File: config.mk
export PLATFORM = sky130hd
export DESIGN_NAME = sram_bus_arbiter_flat
export DESIGN_NICKNAME = d
export VERILOG_FILES = /design/src/rtl/sram_bus_arbiter_if.sv /design/src/rtl/sram_bus_arbiter.sv /design/src/flat_wrapper.sv
export SDC_FILE = /design/constraint.sdc
export NUM_CORES = 1
export LEC_CHECK = 0
export BUFFER_PORTS_ARGS = -buffer_cell sky130_fd_sc_hd__buf_2
export CORE_MARGIN = 4
export CORE_UTILIZATION = 25
export DETAILED_ROUTE_END_ITERATION = 12
export PLACE_DENSITY_LB_ADDON = 0.15
export SLEW_MARGIN = 20
export SYNTH_ARGS = -nofsm -noshare
export SYNTH_HDL_FRONTEND = slang
export SYNTH_SLANG_ARGS = --single-unit
File: constraint.sdc
create_clock -name clock -period 3.71 [get_ports clock]
set_input_delay 0.5565 -clock clock [delete_from_list [all_inputs] [get_ports clock]]
set_output_delay 0.5565 -clock clock [all_outputs]
set_load 0.1 [all_outputs]
File: src/rtl/sram_bus_arbiter_if.sv
// Command/ack signals of the two requesters plus the SRAM pins and the pad-buffer
// connections of the shared data bus.
interface sram_bus_arbiter_if #(
    parameter int DATA_W = 16,
    parameter int ADDR_W = 18
);
    logic [1:0]        req_i;
    logic [1:0]        we_i;
    logic [ADDR_W-1:0] addr0_i;
    logic [ADDR_W-1:0] addr1_i;
    logic [DATA_W-1:0] wdata0_i;
    logic [DATA_W-1:0] wdata1_i;
    logic [1:0]        ack_o;
    logic [DATA_W-1:0] rdata_o;
    logic [ADDR_W-1:0] sram_addr_o;
    logic              sram_we_n;
    logic              sram_oe_n;
    logic              bus_t;
    logic [DATA_W-1:0] bus_o;
    logic [DATA_W-1:0] bus_i;

    modport slave (
        input  req_i, we_i, addr0_i, addr1_i, wdata0_i, wdata1_i, bus_i,
        output ack_o, rdata_o, sram_addr_o, sram_we_n, sram_oe_n, bus_t, bus_o
    );

    modport master (
        output req_i, we_i, addr0_i, addr1_i, wdata0_i, wdata1_i, bus_i,
        input  ack_o, rdata_o, sram_addr_o, sram_we_n, sram_oe_n, bus_t, bus_o
    );
endinterface

File: src/rtl/sram_bus_arbiter.sv
// Round-robin arbiter sharing one bidirectional SRAM data bus between two requesters,
// with turnaround cycles on read/write direction changes. All outputs are registered.
module sram_bus_arbiter #(
    parameter int DATA_W   = 16,
    parameter int ADDR_W   = 18,
    parameter int READ_LAT = 2,
    parameter int TURN_CYC = 1
) (
    input  logic              clock,
    input  logic              reset,
    sram_bus_arbiter_if.slave bus
);
    typedef enum logic [1:0] {IDLE, TURN, WRITE, READ} state_t;

    localparam int MAX_CNT = (READ_LAT > TURN_CYC) ? READ_LAT : TURN_CYC;
    localparam int CNT_W   = (MAX_CNT > 1) ? $clog2(MAX_CNT) : 1;
    localparam logic [CNT_W-1:0] READ_LAST = CNT_W'(READ_LAT - 1);
    localparam logic [CNT_W-1:0] TURN_LAST = CNT_W'((TURN_CYC > 0) ? TURN_CYC - 1 : 0);

    state_t            state, next_state;
    logic [CNT_W-1:0]  cnt;
    logic              rr_ptr;
    logic              last_we;

    logic              lat_port;
    logic              lat_we;
    logic [DATA_W-1:0] lat_wdata;

    logic [1:0]        ack_q, ack_d;
    logic [DATA_W-1:0] rdata_q, rdata_d;
    logic [ADDR_W-1:0] addr_q, addr_d;
    logic              we_n_q, we_n_d;
    logic              oe_n_q, oe_n_d;
    logic              bus_t_q, bus_t_d;
    logic [DATA_W-1:0] bus_o_q, bus_o_d;

    logic [1:0]        eligible;
    logic              grant;
    logic              gnt_port;
    logic              gnt_we;
    logic [ADDR_W-1:0] gnt_addr;
    logic [DATA_W-1:0] gnt_wdata;
    logic              turn_needed;
    logic              read_done;

    // A port whose ack is on the wire this cycle still holds its old request; mask it.
    always_comb begin
        eligible    = bus.req_i & ~ack_q;
        grant       = (state == IDLE) && (eligible != 2'b00);
        gnt_port    = (eligible == 2'b11) ? rr_ptr : eligible[1];
        gnt_we      = gnt_port ? bus.we_i[1]    : bus.we_i[0];
        gnt_addr    = gnt_port ? bus.addr1_i    : bus.addr0_i;
        gnt_wdata   = gnt_port ? bus.wdata1_i   : bus.wdata0_i;
        turn_needed = (TURN_CYC > 0) && (gnt_we != last_we);
        read_done   = (state == READ) && (cnt == READ_LAST);
    end

    always_ff @(posedge clock) begin
        if (reset) begin
            state <= IDLE;
            cnt   <= '0;
        end else begin
            state <= next_state;
            cnt   <= (next_state != state) ? '0 : cnt + 1'b1;
        end
    end

    // NOTE: every combinational output gets a default first, so no path can infer a latch.
    always_comb begin
        next_state = state;
        unique case (state)
            IDLE: begin
                if (grant) begin
                    if (turn_needed) next_state = TURN;
                    else             next_state = gnt_we ? WRITE : READ;
                end
            end
            TURN:    if (cnt == TURN_LAST) next_state = lat_we ? WRITE : READ;
            WRITE:   next_state = IDLE;
            READ:    if (cnt == READ_LAST) next_state = IDLE;
            default: next_state = IDLE;
        endcase
    end

    // Output flops are loaded from the state being entered, so each pin is glitch-free
    // and already valid for the whole first cycle of that state.
    always_comb begin
        bus_t_d = (next_state != WRITE);
        we_n_d  = (next_state != WRITE);
        oe_n_d  = (next_state != READ);
        bus_o_d = bus_o_q;
        if (next_state == WRITE) bus_o_d = (state == IDLE) ? gnt_wdata : lat_wdata;
        addr_d  = grant ? gnt_addr : addr_q;
        ack_d   = 2'b00;
        rdata_d = rdata_q;
        if (state == WRITE) ack_d = lat_port ? 2'b10 : 2'b01;
        if (read_done) begin
            ack_d   = lat_port ? 2'b10 : 2'b01;
            rdata_d = bus.bus_i;
        end
    end

    always_ff @(posedge clock) begin
        if (reset) begin
            ack_q   <= 2'b00;
            rdata_q <= '0;
            addr_q  <= '0;
            we_n_q  <= 1'b1;
            oe_n_q  <= 1'b1;
            bus_t_q <= 1'b1;
            bus_o_q <= '0;
            rr_ptr  <= 1'b0;
            last_we <= 1'b0;
        end else begin
            ack_q   <= ack_d;
            rdata_q <= rdata_d;
            addr_q  <= addr_d;
            we_n_q  <= we_n_d;
            oe_n_q  <= oe_n_d;
            bus_t_q <= bus_t_d;
            bus_o_q <= bus_o_d;
            if (grant) rr_ptr <= ~gnt_port;
            if (state == WRITE)  last_we <= 1'b1;
            else if (read_done)  last_we <= 1'b0;
        end
    end

    // NOTE: the command latch is only read after a grant has loaded it, so it needs no reset.
    always_ff @(posedge clock) begin
        if (grant) begin
            lat_port  <= gnt_port;
            lat_we    <= gnt_we;
            lat_wdata <= gnt_wdata;
        end
    end

    assign bus.ack_o       = ack_q;
    assign bus.rdata_o     = rdata_q;
    assign bus.sram_addr_o = addr_q;
    assign bus.sram_we_n   = we_n_q;
    assign bus.sram_oe_n   = oe_n_q;
    assign bus.bus_t       = bus_t_q;
    assign bus.bus_o       = bus_o_q;
endmodule

File: src/flat_wrapper.sv
// flat-port wrapper written by rule: the top's interface ports become plain ports
module sram_bus_arbiter_flat 
#(
    parameter int DATA_W   = 16,
    parameter int ADDR_W   = 18,
    parameter int READ_LAT = 2,
    parameter int TURN_CYC = 1
)
  (clock, reset, bus_req_i, bus_we_i, bus_addr0_i, bus_addr1_i, bus_wdata0_i, bus_wdata1_i, bus_bus_i, bus_ack_o, bus_rdata_o, bus_sram_addr_o, bus_sram_we_n, bus_sram_oe_n, bus_bus_t, bus_bus_o);
  sram_bus_arbiter_if #(.DATA_W(DATA_W), .ADDR_W(ADDR_W)) bus_i ();
  input  logic clock;
  input  logic reset;
  input wire logic [$bits(bus_i.req_i)-1:0] bus_req_i;
  input wire logic [$bits(bus_i.we_i)-1:0] bus_we_i;
  input wire logic [$bits(bus_i.addr0_i)-1:0] bus_addr0_i;
  input wire logic [$bits(bus_i.addr1_i)-1:0] bus_addr1_i;
  input wire logic [$bits(bus_i.wdata0_i)-1:0] bus_wdata0_i;
  input wire logic [$bits(bus_i.wdata1_i)-1:0] bus_wdata1_i;
  input wire logic [$bits(bus_i.bus_i)-1:0] bus_bus_i;
  output wire logic [$bits(bus_i.ack_o)-1:0] bus_ack_o;
  output wire logic [$bits(bus_i.rdata_o)-1:0] bus_rdata_o;
  output wire logic [$bits(bus_i.sram_addr_o)-1:0] bus_sram_addr_o;
  output wire logic [$bits(bus_i.sram_we_n)-1:0] bus_sram_we_n;
  output wire logic [$bits(bus_i.sram_oe_n)-1:0] bus_sram_oe_n;
  output wire logic [$bits(bus_i.bus_t)-1:0] bus_bus_t;
  output wire logic [$bits(bus_i.bus_o)-1:0] bus_bus_o;
  assign bus_i.req_i = bus_req_i;
  assign bus_i.we_i = bus_we_i;
  assign bus_i.addr0_i = bus_addr0_i;
  assign bus_i.addr1_i = bus_addr1_i;
  assign bus_i.wdata0_i = bus_wdata0_i;
  assign bus_i.wdata1_i = bus_wdata1_i;
  assign bus_i.bus_i = bus_bus_i;
  assign bus_ack_o = bus_i.ack_o;
  assign bus_rdata_o = bus_i.rdata_o;
  assign bus_sram_addr_o = bus_i.sram_addr_o;
  assign bus_sram_we_n = bus_i.sram_we_n;
  assign bus_sram_oe_n = bus_i.sram_oe_n;
  assign bus_bus_t = bus_i.bus_t;
  assign bus_bus_o = bus_i.bus_o;
  sram_bus_arbiter #(.DATA_W(DATA_W), .ADDR_W(ADDR_W), .READ_LAT(READ_LAT), .TURN_CYC(TURN_CYC)) u_core (.clock(clock), .reset(reset), .bus(bus_i));
endmodule
[After elaboration in Yosys (flattened, before gate mapping)]
Index checks and enable logic that the tools add are counted.
Word-level totals
  register bits after elaboration: 77
  word-level logic and storage cells: 49
  input port bits: 90
Operators by class
  mux-type cells: 17
  eq/ne operators: 9
  bitwise gates (word level): 3
  add/subtract/negate cells: 1
  reduce and logical (&&, ||, !) cells: 6
Operators with widths (number)
  $mux W16: 2
  $mux W18: 1
  $mux W2: 7
  $eq A2 B2 Y1 const B: 4
  $pmux W2 S4: 1
  $mux W1: 6
  $ne A2 B2 Y1 const B: 2
  $reduce_bool A2 Y1: 2
  $and A2 B2 Y2: 1
  $eq A2 B1 Y1 const B: 1
  $logic_and A1 B1 Y1: 2
  $logic_not A2 Y1: 1
  $ne A2 B2 Y1: 1
  $not A2 Y2: 1
  $reduce_or A2 Y1: 1
  $add A1 B1 Y1 const B: 1
  $ne A1 B1 Y1: 1
  $not A1 Y1: 1

[Depth between registers and ports, before layout]
Gate-level depths: netlist of run 1.
  depth after elaboration: 11
  depth in mapped cells: 10
  depth with buffers taken out: 7

[Worst setup path after synthesis of run 1]
OpenSTA, ideal clock, no wires.
  path kind: register to register
  start point: register u_core.ack_q[0], in the netlist u_core.bus.ack_o[0]
  end point: register u_core.bus_o_q[10], in the netlist u_core.bus.bus_o[10]
  arrival time: 3354 ps
  stages on the path, launching flop included: 10
  path slack: 268 ps
  data required time: 3622 ps
  path through: dfxtp_1 > nor3b_1 > nor2_1 > mux2_2 > ha_1 > a211o_1 > a2111o_1 > buf_2 > buf_6 > o32ai_2
Between the ends
  word-level cells in the longest chain between the ends: 10
  elaborated cells on any way between the ends: 15
  classes of those cells: 3 x eq/ne; 8 x mux; 2 x bitwise; 2 x reduce/logical
RTL lines
  start: declaration: line sram_bus_arbiter.sv:29  | logic [1:0] ack_q, ack_d;
  start signal: assignment: line sram_bus_arbiter.sv:115  | ack_q <= ack_d;
  $not A2 Y2 (*): line sram_bus_arbiter.sv:48  | eligible = bus.req_i & ~ack_q;
  $and A2 B2 Y2 (*): line sram_bus_arbiter.sv:48
  $eq A2 B2 Y1 (*): line sram_bus_arbiter.sv:50  | gnt_port = (eligible == 2'b11) ? rr_ptr : eligible[1];
  $mux W1 (*): line sram_bus_arbiter.sv:50
  $mux W1 (*): line sram_bus_arbiter.sv:51  | gnt_we = gnt_port ? bus.we_i[1] : bus.we_i[0];
  net u_core.gnt_we: line sram_bus_arbiter.sv:40  | logic gnt_we;
  $mux W1 or $ne A1 B1 Y1 (tied branches): line sram_bus_arbiter.sv:75, sram_bus_arbiter.sv:54
  $mux W2 (*): line sram_bus_arbiter.sv:74  | if (turn_needed) next_state = TURN;
  $mux W2 (*): line sram_bus_arbiter.sv:73  | if (grant) begin
  $pmux W2 S4 (*): line sram_bus_arbiter.sv:71  | unique case (state)
  $eq A2 B2 Y1 (*): line sram_bus_arbiter.sv:92  | if (next_state == WRITE) bus_o_d = (state == IDLE) ? gnt_wdata : lat_wdata;
  end signal: assignment: line sram_bus_arbiter.sv:121  | bus_o_q <= bus_o_d;
  end: declaration: line sram_bus_arbiter.sv:35  | logic [DATA_W-1:0] bus_o_q, bus_o_d;
The timed path passes the listed nets; every way through them passes the cells marked *.
A chain may end at the register's enable or synchronous reset.

[Worst setup path in the final report of run 1]
  start point: register u_core.ack_q[1], in the netlist u_core.bus.ack_o[1]
  end point: register u_core.bus_o_q[0], in the netlist u_core.bus.bus_o[0]
Between the ends
  word-level cells in the longest chain between the ends: 10
  elaborated cells on any way between the ends: 15
  classes of those cells: 3 x eq/ne; 8 x mux; 2 x bitwise; 2 x reduce/logical
RTL lines (line)
  $not A2 Y2 (*): sram_bus_arbiter.sv:48
  $and A2 B2 Y2 (*): sram_bus_arbiter.sv:48
  $eq A2 B2 Y1: sram_bus_arbiter.sv:50
  $mux W1 (*): sram_bus_arbiter.sv:50
  $mux W1 (*): sram_bus_arbiter.sv:51
  net u_core.gnt_we: sram_bus_arbiter.sv:40
  $mux W1 or $ne A1 B1 Y1 (tied branches): sram_bus_arbiter.sv:75, sram_bus_arbiter.sv:54
  $mux W2 (*): sram_bus_arbiter.sv:74
  $mux W2 (*): sram_bus_arbiter.sv:73
  $pmux W2 S4 (*): sram_bus_arbiter.sv:71
  $eq A2 B2 Y1 (*): sram_bus_arbiter.sv:92
Marked as above.

==> results.sh, run 1 <==
export IMPL_status="completed"
export IMPL_worstSetupPathType="reg -> reg"
export IMPL_critical_path_max_fanout=17
export IMPL_ys_flop_type="dfxtp_1"
export IMPL_cts_root_buf="clkbuf_16"
export IMPL_synth_top_area_share=0.3457
export IMPL_die_h_um=124.9
export IMPL_min_period_ns=2.680
export IMPL_fp_dieArea_mm2=0.01560
export IMPL_powerDensity_mw_per_mm2=840.9
export IMPL_viasPerCell=4.772
export IMPL_insertion_delay_ns=0.33
export IMPL_start_util=0.2570
export IMPL_grt_max_degree=56
export IMPL_synthesis_nets=470
export IMPL_multiInputGateArea_mm2=0.001503
export IMPL_clk_transition_reported_paths_ns=0.06
export IMPL_cp_start_kind="flip-flop"
export IMPL_relSlewSlack=0.3926
export IMPL_slew_violations=0
export IMPL_portBuffers=144
export IMPL_cts_hold_buf=0
export IMPL_drive_gt1_frac=0.3633
export IMPL_yosysTopAreaCell="dfxtp_1"
export IMPL_setup_viol_count_final=0
export IMPL_postSynthAreaPerCell_um2=9.016
export IMPL_netlist_area_mm2=0.003417
export IMPL_cp_arrival_ns=2.92
export IMPL_globalplace_congestion=0.7494
export IMPL_ant_nets=0
export IMPL_cts_made_buffers=9
export IMPL_drt_iter0_drc=162
export IMPL_area_delta_synth_final_pct=34.05
export IMPL_track_usage=0.1392
export IMPL_worst_slack_ns=1.030
export IMPL_endpoint_kind="flip-flop"
export IMPL_cts_sinks=77
export IMPL_dp_hpwl_um=7462
export IMPL_core_area_mm2=0.01330
export IMPL_tightest_slew_ns=0.9111
export IMPL_ys_seq_area_frac=0.5038
export IMPL_hold_violations=0
export IMPL_dr_pass1_iters=4
export IMPL_grt_setup_unrepaired="false"
export IMPL_p_leak_nw=1.929
export IMPL_gr_total_overflow=0
export IMPL_ys_top_cells_by_count="83 x nand2_1, 59 x dfxtp_1, 35 x o21ai_0"
export IMPL_max_clock_path_buffers=2
export IMPL_yosysMostFrequentCell="nand2_1"
export IMPL_antenna_cells=0
export IMPL_place_ws_ns=0.7400
export IMPL_synth_area_leaders="dfxtp_1 35%, edfxtp_1 16%, nand2_1 9.1%"
export IMPL_synthArstFlopShare=0
export IMPL_yosysWarnings=0
export IMPL_nets=598
export IMPL_ff_latch_area_mm2=0.001722
export IMPL_fmax_mhz=373.1
export IMPL_finalCritPeriodShare=0.7224
export IMPL_tns_ns=0
export IMPL_final_cells=688
export IMPL_slowest_stage="a2111o_1"
export IMPL_cp_top_family="compound AO/OA/AOI/OAI gates"
export IMPL_cap_violations=0
export IMPL_remaining_drc_errors=0
export IMPL_skew_ns=0.007950
export IMPL_routed_wl_um=10890
export IMPL_vias=3283
export IMPL_wire_per_inst_um=15.82
export IMPL_required_ns=3.95
export IMPL_max_stage_delay_ns=0.75
export IMPL_peakVddDrop_uv=329.3
export IMPL_yosysUniqueCellTypes=35
export IMPL_synth_edf_count=18
export IMPL_holdCritPathClass="reg -> reg"
export IMPL_antenna_found_initial=0
export IMPL_num_rows=42
export IMPL_dp_cells=672
export IMPL_die_x_um=124.9
export IMPL_htree_levels=3
export IMPL_ios=145
export IMPL_cts_setup_buffers=0
export IMPL_synth_ff_latch_count=77
export IMPL_grt_pass1_wl_um=17390
export IMPL_crit_chain="nand2b_2 > nor2_4 > mux2_2 > ha_1 > a211o_1 > a2111o_1 > o32ai_1"
export IMPL_n_fill_cell=1422
export IMPL_grt_pass1_vias=3302
export IMPL_cts_tree="yes"
export IMPL_path_buf_inv=0
export IMPL_syn_inst=379
export IMPL_post_cts_resized=0
[worst paths after layout]
| check | cells past startpoint | endpoint | slack (ns) | start |
|---|---|---|---|---|
| worst min register to register | 2 | u_core.bus.rdata_o[15] | 0.45 | u_core.bus.rdata_o[15] |
| worst max-delay path | 7 | u_core.bus.bus_o[0] | 1.03 | u_core.bus.ack_o[1] |
| worst min-delay path | 2 | u_core.bus.rdata_o[15] | 0.45 | u_core.bus.rdata_o[15] |
| worst max register to register | 7 | u_core.bus.bus_o[0] | 1.03 | u_core.bus.ack_o[1] |
[state kept, by name, indices dropped and copies added (netlist names)]
name                    count
u_core.bus.sram_addr_o     18
u_core.bus.bus_o           16
u_core.bus.rdata_o         16
u_core.lat_wdata           16
u_core.bus.ack_o            2
u_core.state                2
u_core.bus.sram_oe_n        1
u_core.bus.sram_we_n        1
u_core.cnt                  1
u_core.last_we              1
u_core.lat_port             1
u_core.lat_we               1
u_core.rr_ptr               1
[worst min-delay path, delay by kind of cell (launching register included)]
family / cells / cell delay, ns
DFF: 1 / 0.31
and+or+nand+nor: 1 / 0.05
AOI/OAI and AO/OA: 1 / 0.05
[layer usage]
metal	up-vias	track usage	wire length, um
met4	0	0.05676	205
met5	-	0	0
li1	1621	-	-
met3	15	0.04631	779
met2	100	0.2188	4965
met1	1547	0.1763	4936
[logic make-up after synthesis]
family                   after synthesis  share of synthesized area
AO/OA/AOI/OAI                        127                     0.2754
adder cells (fa/ha/maj)                1                   0.003661
buffers and inverters                 52                    0.06627
flip-flops                            77                     0.5038
multiplexers                           1                   0.003295
AND/OR/NAND/NOR                      121                     0.1476
[report_power, final]
group	switching, mW	total [mW]	internal [mW]	leakage (nW)
logic	1.43	1.81	0.385	1.13
clock network	0.346	0.863	0.517	0.145
registers	0.101	1.17	1.07	0.659
[cell usage in the layout, fill, tap and decap left out, types with 2 or more instances in the layout]
| cell type | netlist | final |
|---|---|---|
| buf_2 | 1 | 144 |
| nand2_1 | 83 | 83 |
| dfxtp_1 | 59 | 59 |
| o21ai_0 | 35 | 35 |
| nor2_1 | 22 | 21 |
| a21oi_1 | 20 | 19 |
| a311oi_1 | 18 | 18 |
| edfxtp_1 | 18 | 18 |
| inv_1 | 17 | 17 |
| a31oi_1 | 16 | 16 |
| o2bb2ai_1 | 16 | 16 |
| o32ai_2 | 9 | 9 |
| clkbuf_16 | 0 | 9 |
| buf_4 | 2 | 8 |
| o32ai_1 | 7 | 7 |
| clkinv_2 | 0 | 4 |
| nand2b_1 | 3 | 2 |
| and3_1 | 2 | 2 |
| or3b_2 | 2 | 2 |
| nor2b_1 | 2 | 2 |
[layout make-up]
class	count	area share
inverters	17	0.01393
well taps	176	0.04807
multi-input cells	250	0.3281
flip-flops and latches	77	0.3759
repair buffers	152	0.1704
clock buffers	9	0.04917
clock inverters	7	0.01448
[stage by stage]
| stage | power (mW) | util | hold slack [ns] | area (um2) |
|---|---|---|---|---|
| 2_1_floorplan | 2.654 | - | 0.4605 | 3417 |
| 3_3_place_gp | 3.009 | 0.3226 | 0.4396 | 4289 |
| 3_5_place_dp | 3.025 | 0.3226 | 0.4461 | 4289 |
| 4_1_cts | 3.911 | 0.3445 | 0.4456 | 4581 |
| 5_1_grt | 4.057 | 0.3445 | 0.4489 | 4581 |
| 6_report | 3.852 | 0.3445 | 0.4542 | 4581 |
Power figures use the tool's default switching activity.
==> run 2: changes to the inputs <==
==> constraint.sdc (replaced) <==
create_clock -name clock -period 2.35 [get_ports clock]
set_input_delay 0.3525 -clock clock [delete_from_list [all_inputs] [get_ports clock]]
set_output_delay 0.3525 -clock clock [all_outputs]
set_load 0.1 [all_outputs]
==> results.sh, run 2 (same netlist as run 1, synthesis figures left out) <==
export IMPL_status="completed"
export IMPL_cts_sinks=77
export IMPL_area_delta_synth_final_pct=39.29
export IMPL_utilization=0.3580
export IMPL_peakVddDrop_uv=486.9
export IMPL_ios=145
export IMPL_crit_chain="nor3b_4 > nor2_4 > mux2_4 > ha_4 > a211o_1 > a2111o_1 > buf_6 > o32ai_1"
export IMPL_grt_max_degree=41
export IMPL_path_buf_inv=1
export IMPL_wire_per_inst_um=15.72
export IMPL_holdCritPathClass="in -> reg"
export IMPL_hold_violations=0
export IMPL_postPlaceCellArea_mm2=0.004404
export IMPL_track_usage=0.1378
export IMPL_vias=3261
export IMPL_grt_pass1_wl_um=17310
export IMPL_remaining_drc_errors=0
export IMPL_nets=607
export IMPL_min_period_ns=2.313
export IMPL_dr_pass1_iters=4
export IMPL_ant_nets=0
export IMPL_cts_tree="yes"
export IMPL_critical_path_max_fanout=9
export IMPL_powerDensity_mw_per_mm2=1327
export IMPL_totalPowerFinal_mw=6.316
export IMPL_portBuffers=144
export IMPL_finalCritPeriodShare=0.9841
export IMPL_insertion_delay_ns=0.33
export IMPL_largest_reg_flops=18
export IMPL_cap_violations=0
export IMPL_endpoint_kind="flip-flop"
export IMPL_place_ws_ns=-0.02985
export IMPL_drt_iter0_drc=128
export IMPL_cp_arrival_ns=2.54
export IMPL_viasPerCell=4.665
export IMPL_fmax_mhz=432.4
export IMPL_grt_pass1_vias=3292
export IMPL_required_ns=2.58
export IMPL_worstSetupPathType="reg -> reg"
export IMPL_cts_root_buf="clkbuf_16"
export IMPL_slowest_stage="a2111o_1"
export IMPL_cp_top_family="compound AO/OA/AOI/OAI gates"
export IMPL_fin_area_mm2=0.004760
export IMPL_max_stage_delay_ns=0.47
export IMPL_die_x_um=124.9
export IMPL_grt_setup_unrepaired="true"
export IMPL_cts_hold_buf=0
export IMPL_slew_violations=0
export IMPL_worst_slack_ns=0.03738
export IMPL_clk_transition_reported_paths_ns=0.06
export IMPL_fp_dieArea_mm2=0.01560
export IMPL_tns_ns=0
export IMPL_relSlewSlack=0.5823
export IMPL_n_fill_cell=1408
export IMPL_setup_viol_count_final=0
export IMPL_tightest_slew_ns=0.6248
export IMPL_cts_made_buffers=9
export IMPL_max_clock_path_buffers=2
export IMPL_num_rows=42
export IMPL_dp_hpwl_um=7788
export IMPL_routed_wl_um=10990
export IMPL_mostFrequentLayoutCell="buf_2"
export IMPL_skew_ns=0.009941
export IMPL_cp_start_kind="flip-flop"
export IMPL_globalplace_congestion=0.7314
export IMPL_core_area_mm2=0.01330
export IMPL_cts_setup_buffers=0
export IMPL_antenna_found_initial=2
export IMPL_htree_levels=3
export IMPL_layout_common_cells="144 x buf_2, 83 x nand2_1, 57 x dfxtp_1"
export IMPL_die_h_um=124.9
export IMPL_gr_total_overflow=0
export IMPL_drive_gt1_frac=0.3800
export IMPL_start_util=0.2570
export IMPL_p_leak_nw=2.007
==> run 2: layout make-up <==
type / instances / area [um2] / share of cell area
multi-input cells: 250 / 1556 / 0.3270
repair buffers: 161 / 868.3 / 0.1824
clock inverters: 5 / 73.82 / 0.01551
well taps: 176 / 220.2 / 0.04627
flip-flops and latches: 77 / 1729 / 0.3633
clock buffers: 11 / 242.7 / 0.05100
inverters: 17 / 63.81 / 0.01341
diodes: 2 / 5.005 / 0.001052
==> run 2: worst paths after layout <==
check                           cells after the start  slack, ns                  start                      to
worst max-delay path                                8       0.04    u_core.bus.ack_o[0]     u_core.bus.bus_o[1]
worst min-delay path                                3       0.26          bus_bus_i[11]  u_core.bus.rdata_o[11]
worst max register to register                      8       0.04    u_core.bus.ack_o[0]     u_core.bus.bus_o[1]
worst min register to register                      2       0.45  u_core.bus.rdata_o[9]   u_core.bus.rdata_o[9]
==> run 2: metal layers <==
metal	vias up	global-route usage	part of all wire
met5	-	0	0
met4	0	0.05867	0.017
met3	15	0.02916	0.047
met2	86	0.2303	0.50
met1	1521	0.1723	0.44
li1	1639	-	-
==> run 2: worst reg2reg max path, stage by stage, from the launching register on <==
cell and delay (ns):
dfxtp_4 0.35, nor3b_4 0.25, nor2_4 0.07, mux2_4 0.32, ha_4 0.21, a211o_1 0.26
a2111o_1 0.47, buf_6 0.16, o32ai_1 0.12
==> run 2: repair_timing <==
action	in CTS	in global routing
hold endpoints to repair	0	0
setup endpoints to repair	0	16
gates resized for setup	0	5
==> run 2: power by group <==
part,switching (mW),total [mW],leakage (nW),internal [mW]
clock network,0.521,1.47,0.157,0.952
registers,0.167,1.86,0.661,1.69
logic,2.28,2.98,1.19,0.702
total,2.97,6.32,2.01,3.35
==> run 2: metrics by stage <==
| step | hold WS [ns] | cells |
|---|---|---|
| global route | 0.2597 | 699 |
| floorplan | 0.4737 | 379 |
| global placement | 0.4403 | 681 |
| detailed placement | 0.4439 | 681 |
| CTS | 0.2476 | 697 |
| finish | 0.2583 | 699 |
